[src/rtl/airi5c_hasti_dma.sv]
`default_nettype none
// ---------------------------------------------------------------------------
// Module  : airi5c_hasti_dma
// Brief   : single-channel AHB-lite (HASTI) word-copy engine, one
//           non-overlapped SINGLE transfer at a time (read, then write)
// Revision: 1.0 - initial release
// ---------------------------------------------------------------------------
module airi5c_hasti_dma #(
  parameter int LEN_WIDTH = 16
) (
  input  logic                 clk,
  input  logic                 reset,
  input  logic                 start,
  input  logic [31:0]          src_addr,
  input  logic [31:0]          dst_addr,
  input  logic [LEN_WIDTH-1:0] len_words,
  output logic                 busy,
  output logic                 done,
  output logic                 error,
  output logic [31:0]          haddr,
  output logic                 hwrite,
  output logic [2:0]           hsize,
  output logic [2:0]           hburst,
  output logic                 hmastlock,
  output logic [3:0]           hprot,
  output logic [1:0]           htrans,
  output logic [31:0]          hwdata,
  input  logic [31:0]          hrdata,
  input  logic                 hready,
  input  logic                 hresp
);

  localparam logic [2:0] c_ST_IDLE = 3'd0;
  localparam logic [2:0] c_ST_RD_A = 3'd1;
  localparam logic [2:0] c_ST_RD_D = 3'd2;
  localparam logic [2:0] c_ST_WR_A = 3'd3;
  localparam logic [2:0] c_ST_WR_D = 3'd4;
  localparam logic [2:0] c_ST_FIN  = 3'd5;

  localparam logic [1:0] c_HTRANS_IDLE   = 2'b00;
  localparam logic [1:0] c_HTRANS_NONSEQ = 2'b10;

  logic [2:0]           r_state;
  logic [2:0]           w_state_nxt;
  logic [31:0]          r_src;
  logic [31:0]          r_dst;
  logic [LEN_WIDTH-1:0] r_rem;
  logic [31:0]          r_data;
  logic                 r_error;
  logic                 w_misalign;

  assign w_misalign = (src_addr[1:0] != 2'b00) || (dst_addr[1:0] != 2'b00);

  assign hsize     = 3'd2;
  assign hburst    = 3'd0;
  assign hmastlock = 1'b0;
  assign hprot     = 4'b0011;
  assign hwdata    = r_data;
  assign error     = r_error;

  always_ff @(posedge clk) begin
    if (reset) r_state <= c_ST_IDLE;
    else       r_state <= w_state_nxt;
  end

  always_comb begin
    w_state_nxt = r_state;
    unique case (r_state)
      c_ST_IDLE: begin
        if (start && !w_misalign)
          w_state_nxt = (len_words == '0) ? c_ST_FIN : c_ST_RD_A;
      end
      c_ST_RD_A: if (hready) w_state_nxt = c_ST_RD_D;
      c_ST_RD_D: if (hready) w_state_nxt = hresp ? c_ST_IDLE : c_ST_WR_A;
      c_ST_WR_A: if (hready) w_state_nxt = c_ST_WR_D;
      c_ST_WR_D: begin
        if (hready) begin
          if (hresp)                           w_state_nxt = c_ST_IDLE;
          else if (r_rem == LEN_WIDTH'(1))     w_state_nxt = c_ST_FIN;
          else                                 w_state_nxt = c_ST_RD_A;
        end
      end
      c_ST_FIN:  w_state_nxt = c_ST_IDLE;
      default:   w_state_nxt = c_ST_IDLE;
    endcase
  end

  // Outputs decode purely from state so address-phase signals stay frozen across waits
  always_comb begin
    busy   = 1'b0;
    done   = 1'b0;
    htrans = c_HTRANS_IDLE;
    hwrite = 1'b0;
    haddr  = 32'd0;
    unique case (r_state)
      c_ST_RD_A: begin
        busy   = 1'b1;
        htrans = c_HTRANS_NONSEQ;
        haddr  = r_src;
      end
      c_ST_RD_D: busy = 1'b1;
      c_ST_WR_A: begin
        busy   = 1'b1;
        htrans = c_HTRANS_NONSEQ;
        hwrite = 1'b1;
        haddr  = r_dst;
      end
      c_ST_WR_D: busy = 1'b1;
      c_ST_FIN:  done = 1'b1;
      default: begin
        busy = 1'b0;
      end
    endcase
  end

  always_ff @(posedge clk) begin
    if (reset) begin
      r_src   <= 32'd0;
      r_dst   <= 32'd0;
      r_rem   <= '0;
      r_data  <= 32'd0;
      r_error <= 1'b0;
    end else begin
      unique case (r_state)
        c_ST_IDLE: begin
          if (start) begin
            r_src   <= src_addr;
            r_dst   <= dst_addr;
            r_rem   <= len_words;
            r_error <= w_misalign;
          end
        end
        c_ST_RD_D: begin
          if (hready) begin
            if (hresp) r_error <= 1'b1;
            else       r_data  <= hrdata;
          end
        end
        c_ST_WR_D: begin
          if (hready) begin
            if (hresp) begin
              r_error <= 1'b1;
            end else begin
              r_src <= r_src + 32'd4;
              r_dst <= r_dst + 32'd4;
              r_rem <= r_rem - LEN_WIDTH'(1);
            end
          end
        end
        default: begin
          r_error <= r_error;
        end
      endcase
    end
  end

endmodule
`default_nettype wire
[config.mk]
export PLATFORM = sky130hd
export DESIGN_NAME = airi5c_hasti_dma
export DESIGN_NICKNAME = d
export VERILOG_FILES = /design/src/rtl/airi5c_hasti_dma.sv
export SDC_FILE = /design/constraint.sdc
export NUM_CORES = 1
export LEC_CHECK = 0
export ABC_AREA = 1
export ABC_CLOCK_PERIOD_IN_PS = 4700
export BUFFER_PORTS_ARGS = -buffer_cell sky130_fd_sc_hd__buf_2
export CAP_MARGIN = 20
export CELL_PAD_IN_SITES_DETAIL_PLACEMENT = 0
export CELL_PAD_IN_SITES_GLOBAL_PLACEMENT = 1
export CORE_MARGIN = 1.5
export CORE_UTILIZATION = 40
export CTS_BUF_LIST = sky130_fd_sc_hd__clkbuf_4
export CTS_CLUSTER_DIAMETER = 200
export DETAILED_ROUTE_END_ITERATION = 10
export PLACE_DENSITY = 0.85
export SETUP_SLACK_MARGIN = 0.4
export SKIP_CTS_REPAIR_TIMING = 1
export SLEW_MARGIN = 25
export SYNTH_ARGS = -nofsm -noshare
export SYNTH_HDL_FRONTEND = slang
export SYNTH_SLANG_ARGS = --single-unit
[constraint.sdc]
create_clock -name clk -period 4.7 [get_ports clk]
set_input_delay 0.94 -clock clk [delete_from_list [all_inputs] [get_ports clk]]
set_output_delay 0.94 -clock clk [all_outputs]
set_load 0.02 [all_outputs]
# [Word level (Yosys, flattened, before mapping)]
# Cells that the tools add are included.
[totals] regBits=116 input_bits=117 word_cells=72
[op_classes] n_addsub=3 n_eq_ne=15 muxes=31 bitwise=1 n_reduce_logical=16
[op_table] op="32-bit 2-to-1 mux" n=6
[op_table] op="32-bit case mux with 2 select lines" n=3
[op_table] op="32-bit by 3-bit adder with 32-bit output, second input constant" n=2
[op_table] op="16-bit 2-to-1 mux" n=3
[op_table] op="16-bit case mux with 2 select lines" n=1
[op_table] op="3-bit 2-to-1 mux" n=8
[op_table] op="16-bit by 1-bit == test with 1-bit output, second input constant" n=1
[op_table] op="16-bit zero test" n=1
[op_table] op="16-bit by 1-bit subtractor with 16-bit output, second input constant" n=1
[op_table] op="3-bit case mux with 5 select lines" n=1
[op_table] op="2-bit inequality test, second input constant" n=7
[op_table] op="4-bit AND reduction" n=2
[op_table] op="2-bit nonzero test" n=4
[op_table] op="3-bit by 2-bit == test with 1-bit output, second input constant" n=2
[op_table] op="3-bit == test, second input constant" n=2
[op_table] op="1-bit 2-to-1 mux" n=6
[op_table] op="5-bit AND reduction" n=1
[op_table] op="2-bit 2-to-1 mux" n=2
[op_table] op="2-bit by 1-bit inequality test with 1-bit output, second input constant" n=2
[op_table] op="2-bit OR reduction" n=2
[op_table] op="4-bit OR reduction" n=1
[op_table] op="3-bit by 1-bit == test with 1-bit output, second input constant" n=1
[op_table] op="3-bit zero test" n=1
[op_table] op="3-bit AND reduction" n=1
[op_table] op="5 further kinds" n=5

# [Depth between registers and ports, before layout]
# Gate-level depths: netlist (run 1).
[depth] depth_word=6 depth_mapped=11 ltp_nobuf=10

# [Worst setup path after synthesis (run 1)]
# No wires, ideal clock.
[synth_timing] path_type="flip-flop to output port" from="reg r_state[2]" to="out haddr[10]" arrival_ns=1.806 required_ns=3.760 slack_ns=1.954 stages_incl_launch_ff=6 cell_sequence="dfxtp_1 buf_2 nor3_2 inv_2 buf_1 o22ai_1"
[synth_between] elab_chain_cells=2 word_cells_on_any_way=3 classes_between="eq/ne (2); mux (1)"
[synth_rtl] element="start, declared" line="43" rtl="logic [2:0] r_state;"
[synth_rtl] element="start signal, assigned" line="62" rtl="if (reset) r_state <= c_ST_IDLE;"
[synth_rtl] element="start signal, assigned" line="63" rtl="else r_state <= w_state_nxt;"
[synth_rtl] element="3-bit by 2-bit == test with 1-bit output or 3-bit by 1-bit == test with 1-bit output (tied branches)" line="95" rtl="unique case (r_state)"
[synth_rtl] element="32-bit case mux with 2 select lines *" line="95"
[synth_rtl] element="end, declared" line="20" rtl="output logic [31:0] haddr,"
# Mark *: on every way between the ends. The rest lies on a longest branch, timed or not.

# [Worst setup path after layout (run 1)]
[layout_timing] from="reg r_state[0]" to="out haddr[7]"
# The elaborated chain is that of the path after synthesis.

==> metrics.md, run 1 <==
| Metric | Value |
|---|---|
| Post-synthesis simple-gate area fraction | 0.420 |
| Count of different cell masters after synthesis | 38 |
| Hpwl dp | 19,200 µm |
| Top cell type by total area after synthesis | dfxtp_1 |
| Worst path required time | 3.76 ns |
| Worst slew margin | 0.353 |
| Buffers on Ports | 185 |
| Status | finished, final reports clean |
| Clock period minus worst slack | 3.85 ns |
| Final worst path period share | 0.819 |
| Routed WL | 25,800 µm |
| DRT Pass-1 Iters | 5 |
| Average size of a mapped cell | 5.89 µm² |
| Routed vias | 8,656 |
| TNS Setup | 0 ns |
| Highest clock rate | 0.260 GHz |
| TritonCTS Buffers | 17 |
| Net count, final | 1,560 |
| Highest-delay cell along the critical path | clkinv_1 |
| Total GRT Usage | 0.257 |
| Element type at the critical path end | primary output |
| Pin count of the biggest net entering global routing | 81 |
| Final worst slack | 0.851 ns |
| Synth warn | 0 |
| Top_reg_cell synth | dfxtp_1 |
| CP cell instances | nand2_1, nor2_4, clkinv_1, o22ai_1, buf_2 |
| Die area | 19,800 µm² |
| Crit-path leading delay family | buffers and inverters |
| Max incr delay on CP | 0.71 ns |
| CTS sink count | 116 |
| Setup violators final | 0 |
| Most common cell after layout, fill and taps aside | nand2_1 |
| Worst setup path category | flip-flop to primary output |
| Routed WL per cell | 15.3 µm |
| Mapped Area | 7590 µm² |
| # fillers | 2,093 |
| Core area | 18,600 µm² |
| H-tree Lvls | 4 |
| Share of layout cells above drive strength 1 | 0.171 |
| Die Width | 141 µm |
| DRC | 0 |
| Clock-pin slew on the worst setup and hold paths | 0.14 ns |
| Area Overhead vs Synth | 16.0% |
| ANT nets after route | 0 |
| Register area share after synthesis | 0.306 |
| Vias per cell | 5.13 |
| Worst Path Buf+Inv | 2 |
| Clock skew | 0.0289 ns |
| Deepest clock path buffer count | 2 |
| Hold WC Path Type | flip-flop to flip-flop |
| CTS root buf | clkbuf_4 |
| Die Ht | 141 µm |
| Global-route wire length before repair | 40,200 µm |
| Post-synth EDFFs | 0 |
| Compound-Gate Fraction of Synth Area | 0.163 |
| Post-Synth XOR/XNOR Area | 0.00346 |
| Max Cap Viol | 0 |
| Top cells by area, synth | dfxtp_1 31%, nand2_1 18%, nor2_1 13% |
| Total congestion overflow | 0 |
| Pwr/cell area | 542 nW/µm² |
| Asr flop ratio synth | 0 |
| Tot Pwr | 4.77 mW |
| Hold-critical path depth | 2 |
| Crit-path max FO | 27 |
| Crit start category | flip-flop |
| Critical path arrival | 2.91 ns |
| Multiplexer area fraction after synthesis | 0 |
| Area fraction of the dominant cell type after synthesis | 0.306 |
| IO Pins | 198 |
| Slew Viols, Final | 0 |
| R2r worst-path depth | 7 |
| Max VDD drop | 0.000339 V |
| 1st-iter DRT viols | 518 |
| Synth Area in Adders | 0.00660 |
| Number of global-route vias before repair | 7,704 |
| Mapped Cells | 1,288 |
| Lkg Pwr | 3.72 nW |
| Pre-CTS WS | 1.54 ns |
| Yosys reg bits | 116 |
| CP Depth | 5 |
| RSZ-0062 raised after global routing | false |
| Gpl congestion | 0.920 |
| Most frequent cells in the layout | 360 x nand2_1, 263 x nor2_1, 185 x buf_2 |
| TritonCTS clock tree | done |
| Initial core utilization | 0.407 |
| Largest family of logic cells by synthesized area | simple AND/OR/NAND/NOR gates |
| Site Rows | 50 |
| Final Hold Viols | 0 |
| Worst-Margin Slew | 0.964 ns |
| Clk_lat worst skew | 0.59 ns |
| Antenna violations before repair | 2 |
state kept, by name (all words and copies together), names as in the netlist:
name     count
r_state      3
r_src       32
error        1
hwdata      32
r_dst       32
r_rem       16
area by class of cell:
cell class	count	area, µm²	share of cell area
Antenna cell	2	5.00	0.000569
Clock buffer	17	128	0.0145
Clock inverter	15	170	0.0193
Inverter	101	380	0.0432
Multi-Input combinational cell	1013	4540	0.516
Sequential cell	116	2320	0.264
Tap cell	234	293	0.0333
Timing Repair Buffer	190	963	0.109
power breakdown:
| part | leakage, nW | internal (mW) | total [mW] | switching (mW) |
|---|---|---|---|---|
| combinational | 2.61 | 0.726 | 2.32 | 1.59 |
| sequential | 0.951 | 1.29 | 1.68 | 0.383 |
| clock | 0.160 | 0.252 | 0.780 | 0.528 |
per-layer routing:
layer | up-vias | share of wire | wire length [µm] | GRT usage
li1 | 4466 | - | - | -
met1 | 3871 | 0.44 | 11400 | 0.326
met2 | 265 | 0.47 | 12000 | 0.423
met3 | 54 | 0.053 | 1360 | 0.0540
met4 | 0 | 0.040 | 1020 | 0.114
met5 | - | 0 | 0 | 0
metrics by stage:
step	area, µm²	utilization	std cells	hold slack, ns
3_3_place_gp	8500	0.456	1654	0.472
5_1_grt	8800	0.472	1688	0.500
4_1_cts	8800	0.472	1686	0.484
2_1_floorplan	7620	-	1298	0.430
6_report	8800	0.472	1688	0.480
3_5_place_dp	8500	0.456	1654	0.464
cell families (layout without fill, tap and decap cells):
| kind of cell | Yosys count | in the layout |
|---|---|---|
| AOI/OAI and AO/OA | 228 | 228 |
| xor gates and xnor gates | 3 | 3 |
| adders and majority gates | 4 | 4 |
| buffers and inverters | 169 | 323 |
| DFF | 116 | 116 |
| other | 2 | 14 |
| and+or+nand+nor | 766 | 766 |
path summary, 6_finish.rpt:
kind	startpoint	endpoint	slack, ns
max reg2reg	r_state[2]	r_rem[11]	1.94
max	r_state[0]	haddr[7]	0.85
min	r_src[1]	r_src[1]	0.48
min reg2reg	r_src[1]	r_src[1]	0.48
cell usage after synthesis (4+ instances only):
cell type / count
nor2_1: 263
nand3b_1: 4
o211ai_1: 6
ha_1: 4
a21oi_1: 92
nand4_1: 13
inv_2: 8
o21ai_1: 20
buf_2: 25
clkbuf_1: 21
dfxtp_1: 116
o22ai_1: 26
nand3_1: 92
buf_6: 4
a22o_1: 5
nand2_1: 360
nor3_1: 12
o21ai_0: 73
buf_4: 17
inv_1: 90
tightest hold or removal path, cell delays in order, from the launching register on:
cell and delay (ns):
dfxtp_1 0.33, inv_1 0.07, a21oi_1 0.06
(Power assumes the default switching activity.)
==> run 2: changes to the inputs <==
--- a/config.mk
+++ b/config.mk
@@ -6,17 +6,17 @@
 export NUM_CORES = 1
 export LEC_CHECK = 0
 export ABC_AREA = 1
-export ABC_CLOCK_PERIOD_IN_PS = 4700
+export ABC_CLOCK_PERIOD_IN_PS = 3370
 export BUFFER_PORTS_ARGS = -buffer_cell sky130_fd_sc_hd__buf_2
 export CAP_MARGIN = 20
 export CELL_PAD_IN_SITES_DETAIL_PLACEMENT = 0
 export CELL_PAD_IN_SITES_GLOBAL_PLACEMENT = 1
 export CORE_MARGIN = 1.5
-export CORE_UTILIZATION = 40
+export CORE_UTILIZATION = 33
 export CTS_BUF_LIST = sky130_fd_sc_hd__clkbuf_4
 export CTS_CLUSTER_DIAMETER = 200
 export DETAILED_ROUTE_END_ITERATION = 10
-export PLACE_DENSITY = 0.85
+export PLACE_DENSITY = 0.74
 export SETUP_SLACK_MARGIN = 0.4
 export SKIP_CTS_REPAIR_TIMING = 1
 export SLEW_MARGIN = 25
==> constraint.sdc (replaced) <==
create_clock -name clk -period 3.37 [get_ports clk]
set_input_delay 0.674 -clock clk [delete_from_list [all_inputs] [get_ports clk]]
set_output_delay 0.674 -clock clk [all_outputs]
set_load 0.02 [all_outputs]
==> metrics.md, run 2 (synthesized netlist as in run 1, its figures left out) <==
| Metric | Value |
|---|---|
| Status | finished, final reports clean |
| Worst path required time | 2.70 ns (-1.06 ns) |
| Deepest clock path buffer count | 2 (unchanged) |
| Total GRT Usage | 0.225 (-0.0322) |
| Hold WC Path Type | input port to flip-flop |
| CP cell instances | inv_2, nand2_1, nor2_4, clkinv_1, buf_4, o22ai_1, buf_2 |
| TritonCTS clock tree | done |
| Final Hold Viols | 0 (unchanged) |
| TritonCTS Buffers | 17 (unchanged) |
| Global-route wire length before repair | 42,500 µm (+5.7%) |
| Antenna violations before repair | 1 (-1) |
| Number of global-route vias before repair | 8,037 (+4.3%) |
| Max Cap Viol | 0 (unchanged) |
| Hpwl dp | 19,900 µm (+3.7%) |
| Gpl congestion | 0.888 (-3.4%) |
| Pwr/cell area | 745 nW/µm² (+37%) |
| Die Ht | 155 µm (+9.9%) |
| Routed vias | 8,721 (+0.75%) |
| Final worst slack | 0.424 ns (-0.427 ns) |
| Most common cell after layout, fill and taps aside | nand2_1 |
| Pre-CTS WS | 0.826 ns (-0.715 ns) |
| Worst-Margin Slew | 0.910 ns (-0.0537 ns) |
| Total congestion overflow | 0 (unchanged) |
| Tot Pwr | 6.63 mW (+39%) |
| Worst setup path category | flip-flop to primary output |
| Worst Path Buf+Inv | 4 (+2) |
| Dpl cells | 1,710 (+3.4%) |
| H-tree Lvls | 4 (unchanged) |
| Most frequent cells in the layout | 360 x nand2_1, 263 x nor2_1, 185 x buf_2 |
| 1st-iter DRT viols | 651 (+26%) |
| Max incr delay on CP | 0.36 ns (-0.35 ns) |
| Pin count of the biggest net entering global routing | 81 (unchanged) |
| Crit-path leading delay family | buffers and inverters |
| Routed WL per cell | 15.5 µm (+1.7%) |
| RSZ-0062 raised after global routing | true |
| Worst slew margin | 0.393 (+0.0398) |
| ANT nets after route | 0 (unchanged) |
| Crit start category | flip-flop |
| Routed WL | 27,100 µm (+5.1%) |
| CTS root buf | clkbuf_4 |
| Share of layout cells above drive strength 1 | 0.174 (+0.00329) |
| Max VDD drop | 0.000475 V (+40%) |
| Initial core utilization | 0.336 (-0.0708) |
| Finished Layout Cells | 1,745 (+3.4%) |
| Site Rows | 55 (+10%) |
| Net count, final | 1,567 (+0.45%) |
| Vias per cell | 5.00 (-2.5%) |
| Clk_lat worst skew | 0.56 ns (-0.03 ns) |
| Highest-delay cell along the critical path | dfxtp_1 |
| Die area | 23,900 µm² (+21%) |
| Final core utilization | 0.395 (-0.0775) |
| Die Width | 155 µm (+9.9%) |
| Crit-path max FO | 24 (-11%) |
| Setup violators final | 0 (unchanged) |
| Clock skew | 0.0265 ns (-0.00243 ns) |
| DRT Pass-1 Iters | 5 (unchanged) |
| Element type at the critical path end | primary output |
| IO Pins | 198 (unchanged) |
| Highest clock rate | 0.339 GHz |
| Area post-placement | 8630 µm² (+1.5%) |
| Buffers on Ports | 185 (unchanged) |
| TNS Setup | 0 ns (unchanged) |
| Critical path arrival | 2.27 ns (-0.64 ns) |
| Lkg Pwr | 3.73 nW (+0.31%) |
| Finished layout cell area | 8910 µm² (+1.2%) |
| Final worst path period share | 0.874 |
| Clock-pin slew on the worst setup and hold paths | 0.13 ns (about the same) |
| Core area | 22,600 µm² (+21%) |
| Final Hold Slack | 0.338 ns (-0.141 ns) |
| Area Overhead vs Synth | 17.5% |
| Clock period minus worst slack | 2.95 ns |
| CTS sink count | 116 (unchanged) |
| Slew Viols, Final | 0 (unchanged) |
| DRC | 0 (unchanged) |
-- run 2: worst reg2reg max path, cell delays in order, from the launching register on --
cell	delay, ns
dfxtp_1	0.63
nand2_4	0.33
nor2_4	0.26
nor2_8	0.06
nor2_8	0.50
buf_4	0.34
o21ai_0	0.11
nand2_1	0.08
a21oi_1	0.05
-- run 2: final timing paths --
path              startpoint          to  slack, ns  cells past startpoint
setup / recovery  r_state[1]   haddr[15]       0.42                      7
hold / removal    hrdata[13]  hwdata[13]       0.34                      3
setup reg to reg  r_state[2]   r_dst[13]       0.89                      8
hold reg to reg     r_dst[1]    r_dst[1]       0.46                      2
-- run 2: layer usage --
| layer | vias up | share of wire | global-route usage |
|---|---|---|---|
| met4 | 0 | 0.021 | 0.0705 |
| li1 | 4471 | - | - |
| met5 | - | 0 | 0 |
| met2 | 255 | 0.45 | 0.362 |
| met1 | 3971 | 0.46 | 0.296 |
| met3 | 24 | 0.065 | 0.0563 |
-- run 2: where the power goes --
part           switching (mW)  leakage, nW  internal [mW]
clock network           0.637        0.130          0.368
registers               0.533        0.952           1.80
logic                    2.22         2.65           1.07
-- run 2: cell type report --
class,instances,area (µm²)
timing repair buffer,197,1040
clock inverter,15,134
fill,2607,13700
antenna,1,2.50
tap,285,357
sequential,116,2320
inverter,101,383
multi-input combinational,1013,4540
clock buffer,17,128
